### src/rtl/mem_arbiter_if.sv
// Fetch / load-store request channels plus the byte-wide RAM port seen by the arbiter.
interface mem_arbiter_if;
  logic        if_req;
  logic [31:0] if_addr;
  logic        if_done;
  logic [31:0] if_done_addr;
  logic [31:0] if_data;
  logic        mem_req;
  logic        mem_we;
  logic [1:0]  mem_size;
  logic [31:0] mem_addr;
  logic [31:0] mem_wdata;
  logic        mem_done;
  logic [31:0] mem_rdata;
  logic [7:0]  ram_din;
  logic [31:0] ram_a;
  logic [7:0]  ram_dout;
  logic        ram_wr;

  modport master (
    output if_req, if_addr, mem_req, mem_we, mem_size, mem_addr, mem_wdata, ram_din,
    input  if_done, if_done_addr, if_data, mem_done, mem_rdata, ram_a, ram_dout, ram_wr
  );
  modport slave (
    input  if_req, if_addr, mem_req, mem_we, mem_size, mem_addr, mem_wdata, ram_din,
    output if_done, if_done_addr, if_data, mem_done, mem_rdata, ram_a, ram_dout, ram_wr
  );
endinterface

### src/rtl/mem_arbiter.sv
// Arbitrates instruction fetch and load/store onto one byte-wide RAM; loads win ties,
// transactions are never preempted, and multi-byte accesses are serialized little-endian.
module mem_arbiter (
  input  logic         clk,
  input  logic         rst,
  mem_arbiter_if.slave bus
);
  typedef enum logic [1:0] {IDLE, IF_RD, MEM_RD, MEM_WR} state_t;

  state_t      state, state_nxt;
  logic [1:0]  cnt, cnt_nxt, last, cap_idx;
  logic        hold, hold_nxt;
  logic [31:0] base, wdata, asm_q, asm_nxt;
  logic        start_if, start_mem, fin, cap, cool;
  logic        if_done_q, mem_done_q;
  logic [31:0] if_data_q, if_addr_q, mem_rdata_q;
  logic [31:0] ram_a_c;
  logic [7:0]  ram_dout_c;
  logic        ram_wr_c;

  // A done pulse blocks acceptance for that cycle so a still-held request is not re-issued.
  assign cool = if_done_q | mem_done_q;

  always_ff @(posedge clk) begin
    if (rst) state <= IDLE;
    else     state <= state_nxt;
  end

  always_comb begin
    state_nxt  = state;
    cnt_nxt    = cnt;
    hold_nxt   = hold;
    start_if   = 1'b0;
    start_mem  = 1'b0;
    fin        = 1'b0;
    cap        = 1'b0;
    cap_idx    = cnt;
    ram_a_c    = '0;
    ram_wr_c   = 1'b0;
    ram_dout_c = '0;
    case (state)
      IDLE: begin
        if (!cool) begin
          if (bus.mem_req) begin
            start_mem = 1'b1;
            state_nxt = bus.mem_we ? MEM_WR : MEM_RD;
          end else if (bus.if_req) begin
            start_if  = 1'b1;
            state_nxt = IF_RD;
          end
        end
      end
      IF_RD, MEM_RD: begin
        ram_a_c = base + {30'd0, cnt};
        // RAM data lags the address by one cycle: the extra hold cycle catches the last byte.
        if (hold) begin
          cap       = 1'b1;
          fin       = 1'b1;
          state_nxt = IDLE;
          cnt_nxt   = 2'd0;
          hold_nxt  = 1'b0;
        end else begin
          cap     = (cnt != 2'd0);
          cap_idx = cnt - 2'd1;
          if (cnt == last) hold_nxt = 1'b1;
          else             cnt_nxt  = cnt + 2'd1;
        end
      end
      MEM_WR: begin
        ram_a_c  = base + {30'd0, cnt};
        ram_wr_c = 1'b1;
        case (cnt)
          2'd0:    ram_dout_c = wdata[7:0];
          2'd1:    ram_dout_c = wdata[15:8];
          2'd2:    ram_dout_c = wdata[23:16];
          default: ram_dout_c = wdata[31:24];
        endcase
        if (cnt == last) begin
          fin       = 1'b1;
          state_nxt = IDLE;
          cnt_nxt   = 2'd0;
        end else begin
          cnt_nxt = cnt + 2'd1;
        end
      end
      default: state_nxt = IDLE;
    endcase
    asm_nxt = asm_q;
    if (cap) asm_nxt[{cap_idx, 3'b000} +: 8] = bus.ram_din;
  end

  always_ff @(posedge clk) begin
    if (rst) begin
      cnt         <= '0;
      hold        <= 1'b0;
      last        <= '0;
      base        <= '0;
      wdata       <= '0;
      asm_q       <= '0;
      if_done_q   <= 1'b0;
      mem_done_q  <= 1'b0;
      if_data_q   <= '0;
      if_addr_q   <= '0;
      mem_rdata_q <= '0;
    end else begin
      cnt        <= cnt_nxt;
      hold       <= hold_nxt;
      asm_q      <= asm_nxt;
      if_done_q  <= fin && (state == IF_RD);
      mem_done_q <= fin && (state != IF_RD);
      if (start_mem) begin
        base  <= bus.mem_addr;
        wdata <= bus.mem_wdata;
        asm_q <= '0;
        case (bus.mem_size)
          2'd0:    last <= 2'd0;
          2'd1:    last <= 2'd1;
          default: last <= 2'd3;
        endcase
      end
      if (start_if) begin
        base  <= bus.if_addr;
        asm_q <= '0;
        last  <= 2'd3;
      end
      if (fin && state == IF_RD) begin
        if_data_q <= asm_nxt;
        if_addr_q <= base;
      end
      if (fin && state == MEM_RD) mem_rdata_q <= asm_nxt;
    end
  end

  assign bus.if_done      = if_done_q;
  assign bus.if_done_addr = if_addr_q;
  assign bus.if_data      = if_data_q;
  assign bus.mem_done     = mem_done_q;
  assign bus.mem_rdata    = mem_rdata_q;
  assign bus.ram_a        = ram_a_c;
  assign bus.ram_dout     = ram_dout_c;
  assign bus.ram_wr       = ram_wr_c;
endmodule
### src/flat_wrapper.sv
// flat-port wrapper written by rule: the top's interface ports become plain ports
module mem_arbiter_flat 
  (clk, rst, bus_if_req, bus_if_addr, bus_mem_req, bus_mem_we, bus_mem_size, bus_mem_addr, bus_mem_wdata, bus_ram_din, bus_if_done, bus_if_done_addr, bus_if_data, bus_mem_done, bus_mem_rdata, bus_ram_a, bus_ram_dout, bus_ram_wr);
  mem_arbiter_if bus_i ();
  input  logic clk;
  input  logic rst;
  input wire logic [$bits(bus_i.if_req)-1:0] bus_if_req;
  input wire logic [$bits(bus_i.if_addr)-1:0] bus_if_addr;
  input wire logic [$bits(bus_i.mem_req)-1:0] bus_mem_req;
  input wire logic [$bits(bus_i.mem_we)-1:0] bus_mem_we;
  input wire logic [$bits(bus_i.mem_size)-1:0] bus_mem_size;
  input wire logic [$bits(bus_i.mem_addr)-1:0] bus_mem_addr;
  input wire logic [$bits(bus_i.mem_wdata)-1:0] bus_mem_wdata;
  input wire logic [$bits(bus_i.ram_din)-1:0] bus_ram_din;
  output wire logic [$bits(bus_i.if_done)-1:0] bus_if_done;
  output wire logic [$bits(bus_i.if_done_addr)-1:0] bus_if_done_addr;
  output wire logic [$bits(bus_i.if_data)-1:0] bus_if_data;
  output wire logic [$bits(bus_i.mem_done)-1:0] bus_mem_done;
  output wire logic [$bits(bus_i.mem_rdata)-1:0] bus_mem_rdata;
  output wire logic [$bits(bus_i.ram_a)-1:0] bus_ram_a;
  output wire logic [$bits(bus_i.ram_dout)-1:0] bus_ram_dout;
  output wire logic [$bits(bus_i.ram_wr)-1:0] bus_ram_wr;
  assign bus_i.if_req = bus_if_req;
  assign bus_i.if_addr = bus_if_addr;
  assign bus_i.mem_req = bus_mem_req;
  assign bus_i.mem_we = bus_mem_we;
  assign bus_i.mem_size = bus_mem_size;
  assign bus_i.mem_addr = bus_mem_addr;
  assign bus_i.mem_wdata = bus_mem_wdata;
  assign bus_i.ram_din = bus_ram_din;
  assign bus_if_done = bus_i.if_done;
  assign bus_if_done_addr = bus_i.if_done_addr;
  assign bus_if_data = bus_i.if_data;
  assign bus_mem_done = bus_i.mem_done;
  assign bus_mem_rdata = bus_i.mem_rdata;
  assign bus_ram_a = bus_i.ram_a;
  assign bus_ram_dout = bus_i.ram_dout;
  assign bus_ram_wr = bus_i.ram_wr;
  mem_arbiter u_core (.clk(clk), .rst(rst), .bus(bus_i));
endmodule
### config.mk
export PLATFORM = sky130hd
export DESIGN_NAME = mem_arbiter_flat
export DESIGN_NICKNAME = d
export VERILOG_FILES = /design/src/rtl/mem_arbiter_if.sv /design/src/rtl/mem_arbiter.sv /design/src/flat_wrapper.sv
export SDC_FILE = /design/constraint.sdc
export NUM_CORES = 1
export LEC_CHECK = 0
export ABC_AREA = 0
export BUFFER_PORTS_ARGS = -buffer_cell sky130_fd_sc_hd__clkbuf_2
export CAP_MARGIN = 5
export CORE_MARGIN = 1
export CORE_UTILIZATION = 35
export CTS_CLUSTER_DIAMETER = 60
export DETAILED_ROUTE_END_ITERATION = 8
export GPL_ROUTABILITY_DRIVEN = 0
export PLACE_DENSITY_LB_ADDON = 0.2
export SKIP_LAST_GASP = 1
export SYNTH_ARGS = -nofsm -noshare
export SYNTH_HDL_FRONTEND = slang
export SYNTH_SLANG_ARGS = --single-unit
### constraint.sdc
create_clock -name clk -period 3.5 [get_ports clk]
set_input_delay 0.525 -clock clk [delete_from_list [all_inputs] [get_ports clk]]
set_output_delay 0.525 -clock clk [all_outputs]
set_load 0.02 [all_outputs]
==> flow_metrics.tcl, run 1 <==
set metrics [dict create \
    status "complete, no violations" \
    synthDistinctLibCells 52 \
    fin_nets 1400 \
    max_stage_delay_ns 0.47 \
    cts_tree "yes" \
    cp_slowest_cell "or3_4" \
    synth_warnings 0 \
    hold_path_class "in -> reg" \
    hold_violations 0 \
    hold_start "bus_mem_wdata[19]" \
    worst-path-max-fanout 6 \
    wire_per_inst_um 17.9 \
    clk_path_buf_depth 3 \
    drcViolationCount 0 \
    rsz0062_at_grt "true" \
    top_level_ports 250 \
    slew_headroom_pct 27.3 \
    cp.arrival_ns 2.87 \
    worstSetupStartpointType "register" \
    fmax_ghz 0.294 \
    reg2reg_from "u_core.state[1]" \
    rows 58 \
    fin_crit_sh_pct 97.0 \
    cts_sinks 201 \
    totalWireLength_mm 28.9 \
    vias 8740 \
    area_growth_pct 25.4 \
    synthFlopType "dfxtp_1" \
    routed_via_density 5.40 \
    dp_cells 1578 \
    ys_seq_area_share_pct 44.4 \
    end_kind "primary output" \
    grt_overflow 0 \
    setup_viol 0 \
    hpwlAfterDp_mm 19.8 \
    async_flop_share_pct 0 \
    first_pass_iters 5 \
    synth.avg_cell_area_um2 8.40 \
    hold_buffers 0 \
    ys_seq_elements 201 \
    p_leak_nw 4.68 \
    drv_slew 0 \
    peakVddDrop_mv 0.343 \
    crit_path_cell_trace "ha_1, fa_1, nand3_1, or3_4, or4_1, a21oi_1, clkbuf_2" \
    tns_ns 0 \
    grt_start_max_net_pins 106 \
    drtAntennaViolNets 0 \
    drv_cap 0 \
    die_h_um 163 \
    p_per_area_nw_per_um2 715 \
    fillers 2534 \
    clk_latency_ns 0.50 \
    netlist_area_um2 9070 \
    cts.clk_slew.worst_paths_ns 0.06 \
    cts-root-buf "clkbuf_16" \
    htree_levels 1 \
    tightestPinTransition_ns 1.09 \
    finalCriticalPeriod_ns 3.40 \
    crit_start "u_core.cnt[0]" \
    die_w_um 163 \
    grt_use_total_pct 20.9 \
    synthCells 1079 \
    final_cells 1619 \
    drt_iter0_markers 694 \
    finClkSkew_ns 0.0119 \
    antenna_found_initial 0 \
    start_util_pct 35.8 \
    drive_gt1_share_pct 25.4 \
    port_buffers 249 \
    numCtsBuffers 23 \
    grt_pass1_wl_mm 44.2 \
    num_antenna_cells 0 \
    synth_fp_nets 1206 \
    first_global_vias 7927 \
    crit_type "reg -> out" \
    die_area_um2 26600 \
    path_delay_family "simple AND/OR/NAND/NOR gates" \
    required_ns 2.97 \
    synth_edf_count 0 \
    crit_buf_inv 1 \
    core_um2 25300 \
    fin_util_pct 44.9 \
]
-- flip-flops by register name, summed over array words and instances (netlist names) --
name,cells
u_core.asm_q,32
u_core.base,32
u_core.bus.if_data,32
u_core.bus.if_done,1
u_core.bus.if_done_addr,32
u_core.bus.mem_done,1
u_core.bus.mem_rdata,32
u_core.cnt,2
u_core.hold,1
u_core.last,2
u_core.state,2
u_core.wdata,32
-- logic make-up after synthesis --
family	synth area share, %
DFF	44.4
adders and majority gates	2.29
AOI/OAI and AO/OA	24.2
muxes	5.30
buffers and inverters	5.35
xor gates and xnor gates	1.55
and+or+nand+nor	16.9
-- report_power, final --
part | internal, mW | leakage (nW) | switching [mW]
Sequential | 2.54 | 1.63 | 0.331
Combinational | 0.909 | 2.65 | 1.75
Clock | 1.59 | 0.395 | 0.992
Total | 5.05 | 4.68 | 3.08
-- stage by stage --
step	setup WS, ns	power [mW]	instance area, um^2	hold slack, ns
final	0.104	8.12	11400	0.239
after global routing	-0.0194	8.59	11400	0.238
after CTS	0.0918	8.15	11400	0.226
after detailed placement	0.317	5.56	10500	0.447
after global placement	0.438	5.52	10500	0.444
after floorplan	0.260	4.71	9070	0.436
-- final cells by class --
cell class              count  area [um^2]  share of cell area (%)
multi-input cells         755         4600                    40.5
flip-flops and latches    201         4020                    35.4
repair buffers            273         1440                    12.7
clock buffers              28          634                    5.58
well taps                 330          413                    3.63
clock inverters            13          184                    1.62
inverters                  19         71.3                   0.627
-- Yosys cell counts (6+ instances only) --
cell type	n	area [um^2]
dfxtp_1	201	4020
a21oi_1	161	806
nor2_1	97	364
a211oi_1	96	721
clkbuf_1	81	304
nand2_1	81	304
nand3_1	50	250
mux2i_1	48	480
o21ai_0	45	225
inv_1	19	71.3
a31oi_1	16	100
ha_1	15	188
buf_1	13	48.8
or4_1	13	97.6
and3_1	12	75.1
and2_1	11	68.8
o31ai_1	11	82.6
nand4_1	10	62.6
nor2b_1	9	56.3
xor2_1	9	78.8
a222oi_1	8	80.1
a22oi_1	8	60.1
or3_1	7	43.8
xnor2_1	7	61.3
buf_2	6	30.0
-- layer usage --
layer / global-route usage, % / part of all wire (%) / vias up / wire (um)
li1: - / - / 4301 / -
met1: 28.0 / 44 / 4104 / 12900
met2: 34.8 / 47 / 306 / 13700
met3: 4.33 / 7.2 / 29 / 2090
met4: 3.95 / 1.1 / 0 / 306
met5: 0 / 0 / - / 0
-- cells in the final DEF (no fill, tap or decap), types with 11 or more instances in the layout --
master | synthesis | routed
clkbuf_2 | 1 | 248
dfxtp_1 | 201 | 201
a21oi_1 | 161 | 161
nor2_1 | 97 | 96
a211oi_1 | 96 | 96
nand2_1 | 81 | 81
nand3_1 | 50 | 49
mux2i_1 | 48 | 48
o21ai_0 | 45 | 45
buf_4 | 2 | 24
clkbuf_16 | 0 | 23
inv_1 | 19 | 19
a31oi_1 | 16 | 16
ha_1 | 15 | 15
or4_1 | 13 | 12
and2_1 | 11 | 11
o31ai_1 | 11 | 11
and3_1 | 12 | 11
-- worst reg2reg max path, cell delays in order (launching register included) --
cell and delay, ns:
dfxtp_1 0.38, inv_1 0.10, ha_1 0.43, nand2b_1 0.15, o21ai_0 0.32, inv_1 0.12, ha_1 0.31, or3b_2 0.49
nor4b_2 0.26, buf_4 0.22, a22oi_1 0.14, a211oi_1 0.26
-- worst paths after layout --
path	end	cells after the start	slack [ns]
setup / recovery	bus_ram_a[26]	7	0.10
hold / removal	u_core.wdata[19]	3	0.24
setup reg to reg	u_core.bus.mem_rdata[18]	11	0.24
hold reg to reg	u_core.wdata[20]	2	0.46
-- what timing repair did --
item	4_1_cts	5_1_grt
buffers inserted	0	0
endpoints found under the setup margin	10	2
endpoints found under the hold margin	0	0
pin swaps	0	0
resized for setup	1	2
(Power assumes the default switching activity.)
==> run 2: changes to the inputs <==
Settings changed: ABC_AREA 0 to 1, BUFFER_PORTS_ARGS -buffer_cell sky130_fd_sc_hd__clkbuf_2 to -buffer_cell sky130_fd_sc_hd__buf_2, PLACE_DENSITY set to 0.57, PLACE_DENSITY_LB_ADDON 0.2 to not set.
==> run 2 against run 1 <==
Hold slack improved by 0.036 ns. Largest power group is now combinational logic. Final area up 5.4%. Core utilization is 0.67 points lower. Register-to-register slack improved by 0.44 ns. Largest cell class unchanged. Final cell count increased by 27%. Maximum frequency increased by 5.5%. Critical path depth is 6 higher. Synthesized area rose by 7.5%.
==> flow_metrics.tcl, run 2 <==
set metrics [dict create \
    antenna_found_initial 1 \
    die_h_um 169 \
    ys_seq_elements 201 \
    grt_use_total_pct 20.3 \
    pwr-share-seq_pct 34.8 \
    layout_commonest_cell "nand2_1" \
    synth_most_common_cell "nand2_1" \
    core_um2 27100 \
    hold_violations 0 \
    drv_cap 0 \
    ys_seq_area_share_pct 41.3 \
    cp.arrival_ns 2.69 \
    synthDistinctLibCells 35 \
    required_ns 2.97 \
    cts-root-buf "clkbuf_16" \
    drt_iter0_markers 527 \
    cts_tree "yes" \
    die_w_um 169 \
    finalCriticalPeriod_ns 3.22 \
    worstSetupStartpointType "register" \
    end_kind "primary output" \
    fillers 2885 \
    netlist_area_um2 9750 \
    fmax_ghz 0.311 \
    grt_start_max_net_pins 65 \
    die_area_um2 28500 \
    synth_edf_count 0 \
    p_per_area_nw_per_um2 674 \
    synth_area_leader_cell "dfxtp_1" \
    dp_cells 2023 \
    first_pass_iters 5 \
    post-cts-setup-buffers 0 \
    hold_buffers 0 \
    use_met3_pct 3.37 \
    cts_sinks 201 \
    vias 9659 \
    tns_ns 0 \
    first_global_vias 9327 \
    clk_latency_ns 0.51 \
    p_leak_nw 5.92 \
    fin_nets 1804 \
    grt_pass1_wl_mm 47.0 \
    async_flop_share_pct 0 \
    grt_overflow 0 \
    synthFlopType "dfxtp_1" \
    hpwlAfterDp_mm 21.0 \
    holdWs_ns 0.274 \
    tightestPinTransition_ns 1.13 \
    area_growth_pct 23.0 \
    p_switching_mw 3.27 \
    setup_viol 0 \
    fin_crit_sh_pct 92.0 \
    synth.avg_cell_area_um2 6.65 \
    peakVddDrop_mv 0.454 \
    slew_headroom_pct 24.9 \
    synth_fp_nets 1593 \
    final_cells 2064 \
    grtUsageMet1_pct 26.3 \
    port_buffers 249 \
    top_level_ports 250 \
    drv_slew 0 \
    pwr-share-clk_pct 30.0 \
    status "complete, no violations" \
    hold_path_class "in -> reg" \
    numCtsBuffers 24 \
    grt-busiest-layer "met2" \
    synthCells 1466 \
    routed_via_density 4.68 \
    synth_top_area_share_pct 41.3 \
    yosys-top-cells-count "389 x nand2_1, 214 x nor2_1, 201 x dfxtp_1" \
    yosys-top-cells-area "dfxtp_1 41%, nand2_1 15%, nor2_1 8.2%, inv_1 7.6%, a21oi_1 5.8%" \
    cts_resized 0 \
    final_cell_mix "388 x nand2_1, 249 x buf_2, 213 x nor2_1" \
    cts.clk_slew.worst_paths_ns 0.06 \
    swShare_pct 40.5 \
    drcViolationCount 0 \
    worst-path-max-fanout 8 \
    htree_levels 1 \
    rsz0062_at_grt "false" \
    drtAntennaViolNets 0 \
    crit_type "reg -> out" \
    synth_warnings 0 \
    p_comb_share_pct 35.2 \
    start_util_pct 36.0 \
    clk_path_buf_depth 3 \
    drive_gt1_share_pct 19.6 \
    rows 60 \
    wire_per_inst_um 14.1 \
    grtUsageMet2_pct 34.0 \
    finClkSkew_ns 0.0104 \
    power.internal_mw 4.81 \
    totalWireLength_mm 29.1 \
]
[run 2: cell count changes after synthesis, sizes merged, moves of 17 or more]
cell    previous run  this run
a211oi            96         0
mux2i             48         3
o22ai              0        28
nand4             10        51
nor2              97       218
nand2             81       396
clkbuf            82        41
nand3             50        32
o21ai             45        94
inv               19       202
nor3               2        19
a21oi            161       112
[run 2: final timing paths]
check / cells past startpoint / start / slack (ns) / endpoint
min: 3 / bus_mem_size[0] / 0.27 / u_core.last[0]
max: 13 / u_core.cnt[0] / 0.28 / bus_ram_a[22]
min reg2reg: 2 / u_core.wdata[9] / 0.45 / u_core.wdata[9]
max reg2reg: 8 / u_core.state[0] / 0.68 / u_core.base[20]
[run 2: metrics by stage]
| step | area, um^2 | setup slack (ns) | power, mW | utilization (%) |
|---|---|---|---|---|
| after floorplan | 9750 | 1.01 | 4.96 | - |
| final | 12000 | 0.280 | 8.08 | 44.2 |
| after global routing | 12000 | 0.0534 | 8.64 | 44.2 |
| after global placement | 11200 | 0.709 | 5.68 | 41.4 |
| after detailed placement | 11200 | 0.689 | 5.70 | 41.4 |
| after CTS | 12000 | 0.123 | 8.15 | 44.2 |
[run 2: final cells by class]
class                           instances  area, um^2  area share, %
Inverter                              202         761           6.35
Clock buffer                           34         699           5.84
Multi-Input combinational cell        986        4600           38.3
Tap cell                              372         465           3.88
Sequential cell                       201        4030           33.6
Antenna cell                            1        2.50         0.0209
Clock inverter                          6        66.3          0.553
Timing Repair Buffer                  262        1370           11.4
[run 2: cell families (layout without fill, tap and decap cells)]
group                    Yosys count  in the layout  share of synthesized area, %
AO/OA/AOI/OAI                    246            246                          13.6
multiplexers                       3              3                         0.308
AND/OR/NAND/NOR                  717            717                          30.5
flip-flops                       201            201                          41.3
other                              0              1                             0
XOR/XNOR                           4              4                         0.437
buffers and inverters            279            504                          11.7
adder cells (fa/ha/maj)           16             16                          2.13
[run 2: worst max-delay path, stage by stage (launching register included)]
cell,delay (ns)
dfxtp_2,0.41
ha_1,0.21
fa_1,0.23
nand2_1,0.10
nor2_2,0.15
nand2_1,0.11
nor2_1,0.17
nand2_1,0.18
nor2_1,0.16
nand2_1,0.08
nand2_1,0.07
nand2_1,0.04
nor2_1,0.10
buf_2,0.17
[run 2: layer usage]
| metal | routed length, um | vias to the layer above |
|---|---|---|
| met1 | 13200 | 4277 |
| met3 | 1640 | 52 |
| met4 | 851 | 0 |
| li1 | - | 5044 |
| met2 | 13400 | 286 |
| met5 | 0 | - |
[run 2: power groups by stage]
| stage | sequential, mW | clock, mW | combinational (mW) |
|---|---|---|---|
| 6_report | 2.81 | 2.43 | 2.84 |
| 5_1_grt | 2.84 | 2.59 | 3.21 |
| 4_1_cts | 2.80 | 2.49 | 2.86 |
| 3_5_place_dp | 2.85 | 0 | 2.85 |
| 3_3_place_gp | 2.85 | 0 | 2.83 |
| 2_1_floorplan | 2.81 | 0 | 2.15 |
==> run 3: changes to the inputs <==
Settings changed: CELL_PAD_IN_SITES_DETAIL_PLACEMENT set to 2, CELL_PAD_IN_SITES_GLOBAL_PLACEMENT set to 2, CORE_MARGIN 1 to 4, CORE_UTILIZATION 35 to 25, PLACE_DENSITY 0.57 to 0.73.
==> run 3 against run 2 <==
Via count rose by 5.3%. Critical path type unchanged. Die area rose by 48%. Highest routed layer unchanged. Global-route usage fell by 2.6 points. Clock skew rose by 0.0028 ns. Critical endpoint is now bus_ram_a[25]. Routed wire length rose by 31%. Clock power rose by 16%. Sequential share of layout area fell by 0.91 points.
==> flow_metrics.tcl, run 3 (same netlist as run 2, synthesis figures left out) <==
set metrics [dict create \
    p_leak_nw 5.98 \
    rr_worst_depth 11 \
    slew_headroom_pct 47.3 \
    required_ns 2.97 \
    final_cell_mix "388 x nand2_1, 249 x buf_2, 211 x nor2_1" \
    start_util_pct 25.3 \
    finalCriticalPeriod_ns 3.26 \
    drcViolationCount 0 \
    die_w_um 205 \
    p_comb_share_pct 34.7 \
    clk_path_buf_depth 3 \
    tns_ns 0 \
    fmax_ghz 0.307 \
    holdWs_ns 0.221 \
    clk_latency_ns 0.53 \
    grt_pass1_wl_mm 60.3 \
    grt_start_max_net_pins 82 \
    grtUsageMet1_pct 21.9 \
    wire_per_inst_um 17.2 \
    finClkSkew_ns 0.0132 \
    power.internal_mw 5.09 \
    port_buffers 249 \
    cts-root-buf "clkbuf_16" \
    vias 10171 \
    p_per_area_nw_per_um2 702 \
    use_met3_pct 3.28 \
    seq_area_um2 4030 \
    core_um2 38600 \
    pwr-share-seq_pct 32.5 \
    worst-path-max-fanout 7 \
    grt-busiest-layer "met2" \
    hold_path_class "in -> reg" \
    tightestPinTransition_ns 0.791 \
    ff2ff_setup_slack_ns 0.63 \
    rr_endpoint "u_core.bus.mem_rdata[23]" \
    die_h_um 205 \
    swShare_pct 41.1 \
    layout_commonest_cell "nand2_1" \
    hpwlAfterDp_mm 28.0 \
    rsz0062_at_grt "true" \
    drt_iter0_markers 356 \
    die_area_um2 42200 \
    fin_crit_sh_pct 93.1 \
    num_antenna_cells 0 \
    cp.arrival_ns 2.73 \
    totalWireLength_mm 38.2 \
    setup_viol 0 \
    fin_nets 1806 \
    grt_use_total_pct 17.7 \
    first_pass_iters 4 \
    antenna_found_initial 0 \
    p_switching_mw 3.56 \
    hold_end "u_core.last[0]" \
    hold_violations 0 \
    cts_sinks 201 \
    drtAntennaViolNets 0 \
    reg2reg_from "u_core.state[0]" \
    fillers 4748 \
    multi_input_area_um2 4610 \
    worstSetupStartpointType "register" \
    end_kind "primary output" \
    routed_via_density 4.59 \
    pwr-share-clk_pct 32.8 \
    grtUsageMet2_pct 32.6 \
    htree_levels 1 \
    hold_start "bus_mem_size[0]" \
    rows 72 \
    cts.clk_slew.worst_paths_ns 0.06 \
    numCtsBuffers 28 \
    grt_overflow 0 \
    top_level_ports 250 \
    peakVddDrop_mv 0.321 \
    drive_gt1_share_pct 20.0 \
    area_growth_pct 26.4 \
    first_global_vias 11045 \
    cts_tree "yes" \
    hold_path_depth 3 \
    drv_slew 0 \
    status "complete, no violations" \
    crit_type "reg -> out" \
    drv_cap 0 \
]
run 3: per-stage QoR:
step / cell area [um^2] / utilization, % / worst slack, ns / power [mW] / instances
after floorplan: 9750 / - / 1.01 / 4.96 / 1466
after global placement: 11400 / 29.5 / 0.661 / 5.79 / 2167
after detailed placement: 11400 / 29.5 / 0.549 / 5.89 / 2167
after CTS: 12300 / 31.9 / 0.105 / 8.81 / 2218
after global routing: 12300 / 31.9 / -0.0743 / 9.27 / 2218
final: 12300 / 31.9 / 0.242 / 8.65 / 2218
run 3: worst max path at each step:
stage / from / to / slack (ns) / cells after the start
2_1_floorplan: u_core.cnt[0] / bus_ram_a[18] / 1.01 / 10
3_3_place_gp: u_core.cnt[0] / bus_ram_a[30] / 0.66 / 13
3_5_place_dp: u_core.cnt[0] / bus_ram_a[30] / 0.55 / 13
4_1_cts: u_core.cnt[0] / bus_ram_a[22] / 0.10 / 13
5_1_grt: u_core.cnt[0] / bus_ram_a[22] / -0.07 / 13
6_report: u_core.cnt[1] / bus_ram_a[25] / 0.24 / 10
run 3: per-layer routing:
layer | wire (um) | part of all wire (%)
met1 | 16800 | 44
met2 | 19000 | 50
met3 | 1950 | 5.1
met4 | 463 | 1.2
met5 | 0 | 0
run 3: what timing repair did:
action                     4_1_cts  5_1_grt
setup endpoints to repair        2        6
setup buffers                    0        0
hold buffers                     0        0
resized for setup                2        3
run 3: layout make-up:
class	count	share of cell area [%]
multi-input combinational	986	37.4
sequential	201	32.7
timing repair buffer	260	11.0
clock buffer	41	6.58
inverter	202	6.18
tap	518	5.26
clock inverter	10	0.924
run 3: worst max-delay path, stage by stage, from the launching register on:
cell	delay [ns]
dfxtp_1	0.42
ha_1	0.33
nand2_1	0.05
nand2_1	0.11
nand4_1	0.25
nor2_1	0.40
nand2_1	0.10
nand2_1	0.07
nand2_1	0.05
nor2_1	0.20
buf_2	0.22
run 3: power by group through the flow:
stage | clock [mW] | combinational (mW) | sequential (mW)
floorplan | 0 | 2.15 | 2.81
global placement | 0 | 2.94 | 2.85
detailed placement | 0 | 3.03 | 2.87
CTS | 2.94 | 3.05 | 2.82
global route | 3.03 | 3.38 | 2.86
finish | 2.83 | 3.00 | 2.81
